$ cat config.mk
export PLATFORM = sky130hd
export DESIGN_NAME = mul32_seq_ctrl_flat
export DESIGN_NICKNAME = d
export VERILOG_FILES = /design/src/rtl/mul32_seq_ctrl_if.sv /design/src/rtl/mul32_seq_ctrl.sv /design/src/flat_wrapper.sv
export SDC_FILE = /design/constraint.sdc
export NUM_CORES = 1
export LEC_CHECK = 0
export ABC_AREA = 0
export CORE_MARGIN = 3
export CORE_UTILIZATION = 50
export CTS_BUF_LIST = sky130_fd_sc_hd__clkbuf_4
export CTS_CLUSTER_SIZE = 30
export DETAILED_ROUTE_END_ITERATION = 8
export HOLD_SLACK_MARGIN = 0.1
export PLACE_DENSITY = 0.72
export SYNTH_ARGS = -nofsm -noshare
export SYNTH_HDL_FRONTEND = slang
export SYNTH_SLANG_ARGS = --single-unit
$ cat constraint.sdc
create_clock -name clk -period 9.1 [get_ports clk]
set_input_delay 1.82 -clock clk [delete_from_list [all_inputs] [get_ports clk]]
set_output_delay 1.82 -clock clk [all_outputs]
set_load 0.05 [all_outputs]
$ cat src/rtl/mul32_seq_ctrl_if.sv
// Request/response bundle between the EX-stage HI/LO logic and the multiply sequencer.
interface mul32_seq_ctrl_if #(
  parameter int WIDTH = 32
);
  logic               start;
  logic               is_signed;
  logic [WIDTH-1:0]   op_a;
  logic [WIDTH-1:0]   op_b;
  logic               cancel;
  logic               ready;
  logic               busy;
  logic               result_valid;
  logic [2*WIDTH-1:0] result;

  modport master (
    output start, is_signed, op_a, op_b, cancel,
    input  ready, busy, result_valid, result
  );

  modport slave (
    input  start, is_signed, op_a, op_b, cancel,
    output ready, busy, result_valid, result
  );
endinterface

$ cat src/rtl/mul32_seq_ctrl.sv
// 32x32 MULT/MULTU sequencer time-sharing one external 8x8 signed multiplier.
// Optional macro EARLY_TERM_EN skips partial-product rows above the top non-zero op_b digit.
module mul32_seq_ctrl #(
  parameter int WIDTH   = 32,
  parameter int DIGIT_W = 7,
  parameter int NDIG    = 5
) (
  input  logic              clk,
  input  logic              rst,
  mul32_seq_ctrl_if.slave   bus,
  output logic [7:0]        mul_a,
  output logic [7:0]        mul_b,
  input  logic [15:0]       mul_z
);
  localparam int MAG_W = DIGIT_W * NDIG;
  localparam int PW    = 2 * WIDTH;
  localparam int CW    = $clog2(NDIG);

  typedef enum logic [1:0] {
    IDLE = 2'd0,
    MUL  = 2'd1,
    FIX  = 2'd2,
    DONE = 2'd3
  } state_t;

  state_t state_reg, state_next;

  logic [MAG_W-1:0] mag_a_reg, mag_b_reg;
  logic             neg_reg;
  logic [PW-1:0]    acc_reg;
  logic [PW-1:0]    result_reg;
  logic [CW-1:0]    i_reg, j_reg;
  logic [CW-1:0]    last_row;

  logic [WIDTH-1:0] mag_a_raw, mag_b_raw;
  logic [MAG_W-1:0] mag_a_in, mag_b_in;
  logic [DIGIT_W-1:0] dig_a [NDIG];
  logic [DIGIT_W-1:0] dig_b [NDIG];
  logic [DIGIT_W-1:0] sel_a, sel_b;
  logic [5:0]       shamt;
  logic [PW-1:0]    pp;
  logic             last_j, last_i, accept;
  logic             unused_z;

  // Magnitudes: only a negative signed operand is negated; 0x80000000 maps to itself.
  assign mag_a_raw = (bus.is_signed && bus.op_a[WIDTH-1]) ? (~bus.op_a + 1'b1) : bus.op_a;
  assign mag_b_raw = (bus.is_signed && bus.op_b[WIDTH-1]) ? (~bus.op_b + 1'b1) : bus.op_b;
  assign mag_a_in  = MAG_W'(mag_a_raw);
  assign mag_b_in  = MAG_W'(mag_b_raw);

  generate
    for (genvar gi = 0; gi < NDIG; gi++) begin : g_dig
      assign dig_a[gi] = mag_a_reg[gi*DIGIT_W +: DIGIT_W];
      assign dig_b[gi] = mag_b_reg[gi*DIGIT_W +: DIGIT_W];
    end
  endgenerate

  always_comb begin
    sel_a = '0;
    sel_b = '0;
    for (int k = 0; k < NDIG; k++) begin
      if (j_reg == CW'(k)) sel_a = dig_a[k];
      if (i_reg == CW'(k)) sel_b = dig_b[k];
    end
  end

  // Digits are at most 7 bits, so the top two product bits are always zero.
  assign unused_z = ^mul_z[15:14];
  assign shamt    = 6'(DIGIT_W) * (6'(i_reg) + 6'(j_reg));
  assign pp       = PW'(mul_z[13:0]) << shamt;

`ifdef EARLY_TERM_EN
  logic [CW-1:0] rows_reg, rows_in;

  always_comb begin
    rows_in = CW'(1);
    for (int k = 0; k < NDIG; k++) begin
      if (mag_b_in[k*DIGIT_W +: DIGIT_W] != '0) rows_in = CW'(k + 1);
    end
  end

  assign last_row = rows_reg - CW'(1);
`else
  assign last_row = CW'(NDIG - 1);
`endif

  assign last_j = (j_reg == CW'(NDIG - 1));
  assign last_i = (i_reg == last_row);
  assign accept = bus.start && !bus.cancel;

  always_ff @(posedge clk) begin
    if (rst) state_reg <= IDLE;
    else     state_reg <= state_next;
  end

  always_comb begin
    state_next       = state_reg;
    mul_a            = 8'd0;
    mul_b            = 8'd0;
    bus.ready        = 1'b0;
    bus.busy         = 1'b1;
    bus.result_valid = 1'b0;
    case (state_reg)
      IDLE: begin
        bus.ready = 1'b1;
        bus.busy  = 1'b0;
        if (accept) state_next = MUL;
      end
      MUL: begin
        mul_a = {1'b0, sel_a};
        mul_b = {1'b0, sel_b};
        if (bus.cancel)           state_next = IDLE;
        else if (last_j && last_i) state_next = FIX;
      end
      FIX: begin
        state_next = bus.cancel ? IDLE : DONE;
      end
      DONE: begin
        bus.result_valid = 1'b1;
        state_next       = IDLE;
      end
      default: state_next = IDLE;
    endcase
  end

  always_ff @(posedge clk) begin
    if (rst) begin
      mag_a_reg  <= '0;
      mag_b_reg  <= '0;
      neg_reg    <= 1'b0;
      acc_reg    <= '0;
      result_reg <= '0;
      i_reg      <= '0;
      j_reg      <= '0;
`ifdef EARLY_TERM_EN
      rows_reg   <= '0;
`endif
    end else begin
      case (state_reg)
        IDLE: begin
          if (accept) begin
            mag_a_reg <= mag_a_in;
            mag_b_reg <= mag_b_in;
            neg_reg   <= bus.is_signed & (bus.op_a[WIDTH-1] ^ bus.op_b[WIDTH-1]);
            acc_reg   <= '0;
            i_reg     <= '0;
            j_reg     <= '0;
`ifdef EARLY_TERM_EN
            rows_reg  <= rows_in;
`endif
          end
        end
        MUL: begin
          if (!bus.cancel) begin
            acc_reg <= acc_reg + pp;
            if (last_j) begin
              j_reg <= '0;
              i_reg <= i_reg + CW'(1);
            end else begin
              j_reg <= j_reg + CW'(1);
            end
          end
        end
        FIX: begin
          if (!bus.cancel) result_reg <= neg_reg ? (~acc_reg + 1'b1) : acc_reg;
        end
        default: ;
      endcase
    end
  end

  assign bus.result = result_reg;
endmodule

$ cat src/flat_wrapper.sv
// flat-port wrapper written by rule: the top's interface ports become plain ports
module mul32_seq_ctrl_flat 
#(
  parameter int WIDTH   = 32,
  parameter int DIGIT_W = 7,
  parameter int NDIG    = 5
)
  (clk, rst, mul_a, mul_b, mul_z, bus_start, bus_is_signed, bus_op_a, bus_op_b, bus_cancel, bus_ready, bus_busy, bus_result_valid, bus_result);
  mul32_seq_ctrl_if #(.WIDTH(WIDTH)) bus_i ();
  input  logic clk;
  input  logic rst;
  output logic [7:0] mul_a;
  output logic [7:0] mul_b;
  input  logic [15:0] mul_z;
  input wire logic [$bits(bus_i.start)-1:0] bus_start;
  input wire logic [$bits(bus_i.is_signed)-1:0] bus_is_signed;
  input wire logic [$bits(bus_i.op_a)-1:0] bus_op_a;
  input wire logic [$bits(bus_i.op_b)-1:0] bus_op_b;
  input wire logic [$bits(bus_i.cancel)-1:0] bus_cancel;
  output wire logic [$bits(bus_i.ready)-1:0] bus_ready;
  output wire logic [$bits(bus_i.busy)-1:0] bus_busy;
  output wire logic [$bits(bus_i.result_valid)-1:0] bus_result_valid;
  output wire logic [$bits(bus_i.result)-1:0] bus_result;
  assign bus_i.start = bus_start;
  assign bus_i.is_signed = bus_is_signed;
  assign bus_i.op_a = bus_op_a;
  assign bus_i.op_b = bus_op_b;
  assign bus_i.cancel = bus_cancel;
  assign bus_ready = bus_i.ready;
  assign bus_busy = bus_i.busy;
  assign bus_result_valid = bus_i.result_valid;
  assign bus_result = bus_i.result;
  mul32_seq_ctrl #(.WIDTH(WIDTH), .DIGIT_W(DIGIT_W), .NDIG(NDIG)) u_core (.clk(clk), .rst(rst), .bus(bus_i), .mul_a(mul_a), .mul_b(mul_b), .mul_z(mul_z));
endmodule
==> impl_metrics.tcl <==
set metrics [dict create \
    status "complete, no violations" \
    critPathArrivalTime_ps 8380 \
    hold_class "register to register" \
    areaGrowthSynthToFinish_pct 16.1 \
    synth-edff-count 0 \
    synth_top_area_frac 0.268 \
    portBuffers 163 \
    synthCells 1977 \
    path_clk_slew_ps 60 \
    startpoint_type "register" \
    multi_input_area_sq_um 10400 \
    period_minus_slack_ps 7880 \
    synth.cell_area_sq_um 15000 \
    ys_ff_latch 201 \
    drtIter0Drc 1499 \
    drive_gt1_frac 0.0663 \
    die_h_microns 179 \
    maxCapViolCount 0 \
    hold_violations 0 \
    start_util 0.515 \
    grt_pass1_wl_microns 71400 \
    grt_pass1_vias 13505 \
    tightestPinTransition_ps 1130 \
    endpoint_kind "register" \
    die-width_microns 179 \
    dr.pass1.iters 7 \
    maxSlewHeadroom 0.242 \
    synth_area_per_cell_sq_um 7.59 \
    clock_path_buffers 3 \
    antenna_found_initial 1 \
    viasPerCell 5.99 \
    yosys.cell_types.count 77 \
    max_stage_delay_ps 910 \
    nNetsFinal 2265 \
    max-vdd-ir-drop_uv 57.5 \
    core_sq_um 29200 \
    ant_nets 0 \
    synth_flop_cell "dfxtp_1" \
    post_cts_buffers 0 \
    ios 168 \
    mostFrequentLayoutCells "nor2_1, dfxtp_1, nand2_1" \
    cts_tree "done" \
    rr_worst_depth 22 \
    register_area_sq_um 4030 \
    clock.fmax_ghz 0.127 \
    path_class "register to register" \
    cts_made_buffers 53 \
    grt_overflow 0 \
    drv_slew 0 \
    place.gp.congestion 0.958 \
    fill_cells 2806 \
    die_area_sq_um 32100 \
    routed_wl_microns 45300 \
    crit_top_cell "ha_1" \
    cts.htree.levels 2 \
    hold_depth 2 \
    cts_resized 0 \
    yosysWarnings 0 \
    async_flop_share 0 \
    final_common_cell "nor2_1" \
    grt.total_usage 0.275 \
    rsz0062_at_grt "false" \
    fp-row-count 62 \
    clock-sinks 201 \
    fin_tns_setup_ps 0 \
    clockRootBuffer "clkbuf_4" \
    finalCritPeriodShare 0.866 \
    vias 15050 \
    critical_path.cell_chain "ha_1 -> clkinv_1 -> fa_1 -> inv_1 -> ha_1 -> fa_1 -> buf_4 -> nor2_1 -> a21oi_1 -> nor2_1 -> ha_1 -> inv_1 -> nor3_1 -> nor3b_1 -> nand2_1 -> o211ai_1 -> a31oi_1 -> o31ai_1 -> a211oi_1 -> o21ai_0 -> xnor2_1 -> o21ai_0" \
    hpwl_microns 34400 \
    cpMaxStageDelayCell "fa_1" \
    synth.area.top_cells "dfxtp_1, nor2_1, ha_1" \
    wl_per_cell_microns 18.0 \
    p_leak_nw 6.80 \
    power_density_nw_per_um2 113 \
    insertion_delay_ps 680 \
    skew_ps 31.6 \
    drc 0 \
    crit_path_max_fanout 21 \
    fin_util 0.597 \
    setup_viol 0 \
    grt_max_degree 113 \
    holdBufCountCts 0 \
    yosysTopAreaCell "dfxtp_1" \
    worstPathRequired_ps 9600 \
    synth-seq-area-share 0.268 \
]
synth_stat cells, types with 15 or more instances:
cell and number:
o21ai_0 113, xnor2_1 63, xor2_1 114, a22oi_1 37, nor2_1 312, clkbuf_1 111, nand4_1 16, nand3_1 32
nand2_1 167, a21o_1 38, a21oi_1 127, nor3_1 49, inv_1 45, a211oi_1 116, o31ai_1 31, nor2b_1 15
ha_1 85, dfxtp_1 201, or3_1 17
where the power goes:
group          total (W)  leakage [nW]  internal [W]  switching (W)
combinational   0.000306          4.79      0.000123       0.000184
sequential      0.000918          1.63      0.000902      0.0000162
clock           0.000753         0.379      0.000378       0.000375
per-stage QoR:
stage	area (sq um)	setup slack, ps	instances	total power (W)	hold slack (ps)
after global placement	16800	1480	2418	0.00123	440
after floorplan	15000	2460	1978	0.00113	432
after global routing	17400	745	2511	0.00207	476
after detailed placement	16800	1430	2418	0.00124	447
final	17400	1220	2511	0.00198	455
after CTS	17400	1390	2510	0.00199	456
final cells by class:
| class | count | area share |
|---|---|---|
| Antenna cell | 1 | 0.000144 |
| Clock buffer | 75 | 0.0323 |
| Clock inverter | 17 | 0.00402 |
| Inverter | 48 | 0.0103 |
| Multi-Input combinational cell | 1607 | 0.595 |
| Sequential cell | 201 | 0.231 |
| Tap cell | 384 | 0.0276 |
| Timing Repair Buffer | 178 | 0.0999 |
cells by family after synthesis:
| kind of cell | share of synthesized area |
|---|---|
| and+or+nand+nor | 0.216 |
| AOI/OAI and AO/OA | 0.268 |
| buffers and inverters | 0.0430 |
| adders and majority gates | 0.0789 |
| muxes | 0.0222 |
| xor gates and xnor gates | 0.103 |
| other | 0.000250 |
| DFF | 0.268 |
critical path: cells and delay by family, from the launching register on:
family          cells  cell delay, ps
fa+ha+maj           5            2990
buf+inv             4             950
xor+xnor            1             160
simple gates        5             810
compound gates      7            2400
flops               1             390
final timing paths:
kind	to	from	slack, ps
hold / removal	u_core.mag_a_reg[21]	u_core.mag_a_reg[21]	460
setup / recovery	u_core.acc_reg[47]	u_core.i_reg[0]	1220
setup reg to reg	u_core.acc_reg[47]	u_core.i_reg[0]	1220
hold reg to reg	u_core.mag_a_reg[21]	u_core.mag_a_reg[21]	460
per-layer routing:
| metal | GRT usage | vias up | wire length, microns | part of all wire |
|---|---|---|---|---|
| li1 | - | 7451 | - | - |
| met1 | 0.424 | 6976 | 21900 | 0.48 |
| met2 | 0.397 | 557 | 18700 | 0.41 |
| met3 | 0.0434 | 66 | 3750 | 0.083 |
| met4 | 0.0673 | 0 | 937 | 0.021 |
| met5 | 0 | - | 0 | 0 |
Note: power is estimated with default switching activity, not from simulation.
